`src/rtl/dmem_port_arbiter.sv`:
```
// dmem_port_arbiter
//   Shares one single-port, word-addressed data memory between the pipeline
//   MEM stage (port 0) and a secondary master (port 1). At most one access is
//   granted per cycle, with round-robin priority when both ports request.
//   Read data is routed back to its owner RD_LAT cycles after the strobe.
//   Misaligned or out-of-range accesses are flagged on errN.
//
// Ports
//   clk, reset                    clock, synchronous active-high reset
//   reqN/weN/addrN/wdataN         port N request (byte address)
//   gntN                          port N granted this cycle (combinational)
//   rvalidN/rdataN/errN           port N response
//   stall_m                       port 0 is waiting (req0 & ~gnt0)
//   mem_en/mem_we/mem_addr/mem_wdata/mem_rdata   memory interface
module dmem_port_arbiter #(
  parameter int AW     = 8,
  parameter int RD_LAT = 1
) (
  input  logic          clk,
  input  logic          reset,
  input  logic          req0,
  input  logic          we0,
  input  logic [31:0]   addr0,
  input  logic [31:0]   wdata0,
  output logic          gnt0,
  output logic          rvalid0,
  output logic [31:0]   rdata0,
  output logic          err0,
  output logic          stall_m,
  input  logic          req1,
  input  logic          we1,
  input  logic [31:0]   addr1,
  input  logic [31:0]   wdata1,
  output logic          gnt1,
  output logic          rvalid1,
  output logic [31:0]   rdata1,
  output logic          err1,
  output logic          mem_en,
  output logic          mem_we,
  output logic [AW-1:0] mem_addr,
  output logic [31:0]   mem_wdata,
  input  logic [31:0]   mem_rdata
);

  typedef struct packed {
    logic valid;
    logic owner;
    logic fault;
  } rsp_t;

  logic                r_last_gnt;
  rsp_t [RD_LAT-1:0]   r_pipe;
  logic                r_werr0;
  logic                r_werr1;

  logic                w_gnt0;
  logic                w_gnt1;
  logic                w_fault0;
  logic                w_fault1;
  logic                w_sel_we;
  logic                w_sel_fault;
  logic [AW-1:0]       w_sel_waddr;
  logic [31:0]         w_sel_wdata;
  rsp_t                w_tail;
  logic                w_rsp0;
  logic                w_rsp1;

  assign w_fault0 = (addr0[1:0] != 2'b00) || (addr0[31:AW+2] != '0);
  assign w_fault1 = (addr1[1:0] != 2'b00) || (addr1[31:AW+2] != '0);

  // r_last_gnt names the port granted most recently; the other port wins a tie.
  assign w_gnt0 = ~reset & req0 & (~req1 | r_last_gnt);
  assign w_gnt1 = ~reset & req1 & (~req0 | ~r_last_gnt);

  always_comb begin
    w_sel_we    = 1'b0;
    w_sel_fault = 1'b0;
    w_sel_waddr = '0;
    w_sel_wdata = '0;
    if (w_gnt0) begin
      w_sel_we    = we0;
      w_sel_fault = w_fault0;
      w_sel_waddr = addr0[AW+1:2];
      w_sel_wdata = wdata0;
    end else if (w_gnt1) begin
      w_sel_we    = we1;
      w_sel_fault = w_fault1;
      w_sel_waddr = addr1[AW+1:2];
      w_sel_wdata = wdata1;
    end
  end

  assign gnt0      = w_gnt0;
  assign gnt1      = w_gnt1;
  assign stall_m   = ~reset & req0 & ~w_gnt0;
  assign mem_en    = w_gnt0 | w_gnt1;
  // A faulting read still strobes the memory; its data is discarded at the tail.
  assign mem_we    = mem_en & w_sel_we & ~w_sel_fault;
  assign mem_addr  = w_sel_waddr;
  assign mem_wdata = w_sel_wdata;

  always_ff @(posedge clk) begin
    if (reset) begin
      r_last_gnt <= 1'b1;
      r_pipe     <= '0;
      r_werr0    <= 1'b0;
      r_werr1    <= 1'b0;
    end else begin
      if (mem_en) begin
        r_last_gnt <= w_gnt1;
      end
      r_pipe[0].valid <= mem_en & ~w_sel_we;
      r_pipe[0].owner <= w_gnt1;
      r_pipe[0].fault <= w_sel_fault;
      for (int i = 1; i < RD_LAT; i++) begin
        r_pipe[i] <= r_pipe[i-1];
      end
      r_werr0 <= w_gnt0 & we0 & w_fault0;
      r_werr1 <= w_gnt1 & we1 & w_fault1;
    end
  end

  // Responses are masked while reset is high so reads in flight when reset
  // arrives never surface, even in the cycle before the pipeline is cleared.
  assign w_tail  = r_pipe[RD_LAT-1];
  assign w_rsp0  = ~reset & w_tail.valid & ~w_tail.owner;
  assign w_rsp1  = ~reset & w_tail.valid &  w_tail.owner;

  assign rvalid0 = w_rsp0;
  assign rvalid1 = w_rsp1;
  assign rdata0  = (w_rsp0 & ~w_tail.fault) ? mem_rdata : '0;
  assign rdata1  = (w_rsp1 & ~w_tail.fault) ? mem_rdata : '0;
  assign err0    = (w_rsp0 & w_tail.fault) | (~reset & r_werr0);
  assign err1    = (w_rsp1 & w_tail.fault) | (~reset & r_werr1);

endmodule
```
`config.mk`:
```
export PLATFORM = sky130hd
export DESIGN_NAME = dmem_port_arbiter
export DESIGN_NICKNAME = d
export VERILOG_FILES = /design/src/rtl/dmem_port_arbiter.sv
export SDC_FILE = /design/constraint.sdc
export NUM_CORES = 1
export LEC_CHECK = 0
export ABC_AREA = 1
export CORE_AREA = 5 5 105 107
export CTS_BUF_LIST = sky130_fd_sc_hd__clkbuf_4 sky130_fd_sc_hd__clkbuf_8
export DETAILED_ROUTE_END_ITERATION = 7
export DIE_AREA = 0 0 110 112
export DONT_BUFFER_PORTS = 1
export SLEW_MARGIN = 25
export SYNTH_ARGS = -nofsm -noshare
export SYNTH_HDL_FRONTEND = slang
export SYNTH_SLANG_ARGS = --single-unit
```
`constraint.sdc`:
```
create_clock -name clk -period 1.1 [get_ports clk]
set_input_delay 0.22 -clock clk [delete_from_list [all_inputs] [get_ports clk]]
set_output_delay 0.22 -clock clk [all_outputs]
set_load 0.02 [all_outputs]
```
After elaboration in Yosys (flattened, before gate mapping)
Index checks and enable logic that the tools add are counted.
Storage, ports and cells
  flip-flop bits (word level): 6
  output and inout port bits: 113
  logic and storage cells: 57
  input port bits: 166
Cells by class
  reductions and logical operators: 6
  bitwise logic cells: 35
  muxes and demuxes: 10
Operator list (count)
  32-bit 2-to-1 mux: 4
  22-bit nonzero test: 2
  1-bit bitwise AND: 21
  8-bit 2-to-1 mux: 2
  1-bit inverter: 9
  1-bit OR: 5
  1-bit 2-to-1 mux: 4
  2-bit nonzero test: 2
  1-bit logical OR: 2

Depth between registers and ports, before layout
  word-level depth: 7
  gate-level depth with buffers: 7
  mapped depth without buffers: 7

Worst setup path after synthesis
OpenSTA, ideal clock, no wires.
  path kind: register to output
  start: register r_pipe[1] (netlist bit)
  end: output rdata1[10]
  data required time: 0.880 ns
  stages on the path, launching flop included: 5
  path slack: -0.335 ns
  path buffers: 1
  arrival: 1.215 ns
  cells stage by stage: dfxtp_1 -> and3_1 -> nand2_2 -> buf_6 -> nor2_1
On the way
  longest elaborated chain between the ends: 3
Ends and longest elaborated chain
  start: declaration: line 52  | rsp_t [RD_LAT-1:0] r_pipe;
  start signal: indexed assignment: line 116  | r_pipe[i] <= r_pipe[i-1];
  1-bit bitwise AND: line 127  | assign w_rsp1 = ~reset & w_tail.valid & w_tail.owner;
  net rvalid1: line 35  | output logic rvalid1,
  1-bit bitwise AND: line 132  | assign rdata1 = (w_rsp1 & ~w_tail.fault) ? mem_rdata : '0;
  32-bit 2-to-1 mux: line 132
  end: declaration: line 36  | output logic [31:0] rdata1,
The timed path passes the listed nets, and every way through them passes these cells.

Final worst setup path
  start: register r_pipe[2] (netlist bit)
  end: output err1
On the way
  longest elaborated chain between the ends: 4
Ends and longest elaborated chain
  1-bit bitwise AND (2 in series): line 127
  net rvalid1: line 35
  1-bit bitwise AND: line 134  | assign err1 = (w_rsp1 & w_tail.fault) | (~reset & r_werr1);
  1-bit OR: line 134
  end: declaration: line 37  | output logic err1,
The timed path passes the listed nets, and every way through them passes these cells.

==> impl_metrics.yaml <==
run_status:
  status: "finished with violations"
  violations: "negative setup slack"
timing:
  worst_slew_pin_slew_ns: 0.296
  hold_viol: 0
  setup_ws_ns: -0.455
  clock_skew_ns: 0.00899
  tns_ns: -41.55
  setup_viol: 114
  max_slew_margin_pct: 80.3
  period_share_pct: 141
  fin_crit_ns: 1.55
  max_freq_mhz: 643
  rsz0062_at_grt: "yes"
  slew_viol_final: 0
drt:
  drc: 0
  wire_per_inst_um: 19.0
  drtIter0Drc: 36
  routed_via_density: 4.42
  postRouteAntennaNets: 0
  vias: 1789
  wirelength_um: 7690
  first_pass_iters: 4
cells_and_area:
  insertedDiodeCount: 0
  fin_area_um2: 2970
  syn_to_final_growth_pct: 118
  drive_gt1_share_pct: 65.4
  final_cell_mix: "nor2_4 (67), inv_1 (38), a22o_4 (38)"
  final_common_cell: "nor2_4"
  final_nets: 437
setup_path:
  slowest_delay_ns: 0.32
  rr_endpoint: "r_pipe[2]"
  reg2regPathDepth: 7
  cp_slowest_cell: "dfxtp_2"
  worstPathCellList: "and3_4 > buf_4 > buf_6 > a22o_1 > buf_6"
  worst-setup-path-type: "flop to output port"
  start_kind: "flop"
  regToRegSetupSlack_ns: -0.02
  crit_path_frequent_cell: "buf_6"
  critPathRequiredTime_ns: 0.88
  r2r_start: "r_last_gnt"
  critPathMaxFanout: 2
  endpoint_kind: "output port"
  crit_arrival_ns: 1.33
place:
  place_ws_ns: -0.284
  numPortBuffers: 0
  dp_hpwl_um: 6710
  dpl-instance-area_um2: 2520
  gp_congestion: 0.823
flow_run:
  cap_viol_max_count: 0
clock_network:
  clk_pin_slew_ns: 0.04
  cts_tree: "yes"
  htreeDepth: 1
  clock_latency_ns: 0.22
  numCtsBuffers: 3
  root_buffer: "clkbuf_8"
  clockBufferDepth: 2
  cts_hold_buf: 0
  clock_sink_count: 6
power:
  leakage_nw: 1.27
  max-vdd-ir-drop_v: 0.000272
  p_int_w: 0.000906
  power_density_nw_per_um2: 550
  seqPwrFrac_pct: 15.0
  p_comb_share_pct: 64.1
  p_sw_w: 0.000725
  swShare_pct: 44.4
  clockPowerShare_pct: 20.9
logic_synthesis:
  yosysSeqAreaShare_pct: 8.83
  synth.net_count: 402
  synth_area_per_cell_um2: 5.76
  syn_inst: 236
  synth_flop_cell: "dfxtp_1"
  synth_cell_types: 19
  synth_edf_count: 0
  synthArstFlopShare_pct: 0
  synth_area_um2: 1360
  ys_ff_latch: 6
  yosys_warnings: 0
floorplan:
  ioPinCount: 279
  die-area_um2: 12300
  num_rows: 37
  start_util_pct: 13.5
  die-height_um: 112
  die_x_um: 110
  core_area_um2: 10000
grt:
  antenna_found_initial: 0
  grt_pass1_vias: 1687
  grt_max_degree: 26
  grt_overflow: 0
  track_usage_pct: 10.4
  grt_pass1_wl_um: 9870
min_path:
  hold_path_startpoint: "reset"
  hold_class: "input pin to flop"
  min_to: "r_last_gnt"
  hold_path_depth: 2
-- power groups by stage --
stage | clock (W) | sequential [W] | combinational (W)
final | 0.000341 | 0.000245 | 0.00105
after global routing | 0.000376 | 0.000247 | 0.00111
after CTS | 0.000367 | 0.000245 | 0.000986
after detailed placement | 0 | 0.000249 | 0.000933
after global placement | 0 | 0.000248 | 0.000918
after floorplan | 0 | 0.000247 | 0.000803
-- cell type report --
cell class	count	area, µm²
tap	136	170
inverter	44	178
timing repair buffer	44	642
multi-input combinational	172	1810
clock buffer	3	41.3
sequential	6	126
fill	1043	7080
-- logic make-up (layout without fill, tap and decap cells) --
logic type	Yosys count	in the layout	synth area share, %
AOI/OAI and AO/OA	45	45	28.5
buffers and inverters	58	91	23.9
and+or+nand+nor	127	127	38.7
DFF	6	6	8.83
-- registers in the layout, summed over array words and instances (netlist names) --
name / cells
r_pipe: 3
r_last_gnt: 1
r_werr0: 1
r_werr1: 1
-- synth_stat cells (2+ instances only) --
cell type | count | area (µm²)
a21oi_1 | 2 | 10.0
a22o_1 | 41 | 359
buf_6 | 14 | 158
dfxtp_1 | 6 | 120
inv_1 | 41 | 154
inv_2 | 2 | 7.51
nand2_1 | 19 | 71.3
nand2_2 | 3 | 18.8
nand3_1 | 3 | 15.0
nor2_1 | 96 | 360
-- critical path, delay by kind of cell, from the launching register on --
family                 cells  cell delay [ns]
flip-flops                 1             0.32
AND/OR/NAND/NOR            1             0.20
buffers and inverters      3             0.39
AO/OA/AOI/OAI              1             0.20
-- worst max-delay path by stage --
stage / start / cells after the start / endpoint
2_1_floorplan: r_last_gnt / 4 / mem_addr[0]
3_3_place_gp: r_last_gnt / 5 / mem_wdata[14]
3_5_place_dp: r_last_gnt / 5 / mem_addr[5]
4_1_cts: r_last_gnt / 7 / mem_we
5_1_grt: r_pipe[2] / 4 / rdata1[17]
6_report: r_pipe[2] / 5 / err1
-- per-stage QoR --
step / total power, W / hold slack [ns] / std cells / util (%)
after floorplan: 0.00105 / 0.308 / 236 / -
after global placement: 0.00117 / 0.314 / 389 / 25.1
after detailed placement: 0.00118 / 0.319 / 389 / 25.1
after CTS: 0.00160 / 0.0762 / 398 / 27.7
after global routing: 0.00173 / 0.105 / 405 / 29.5
final: 0.00163 / 0.0903 / 405 / 29.5
-- per-layer routing --
layer | wire (µm) | vias up | global-route usage (%) | part of all wire (%)
li1 | - | 824 | - | -
met1 | 2500 | 804 | 10.3 | 32
met2 | 4190 | 157 | 19.9 | 54
met3 | 941 | 4 | 4.00 | 12
met4 | 62 | 0 | 2.00 | 0.81
met5 | 0 | - | 0 | 0
-- what timing repair did --
action | in CTS | in global routing
pin swaps | 8 | 13
setup endpoints to repair | 114 | 116
resized for setup | 27 | 24
gates cloned | 3 | 3
setup buffers | 3 | 5
(Power assumes the default switching activity.)
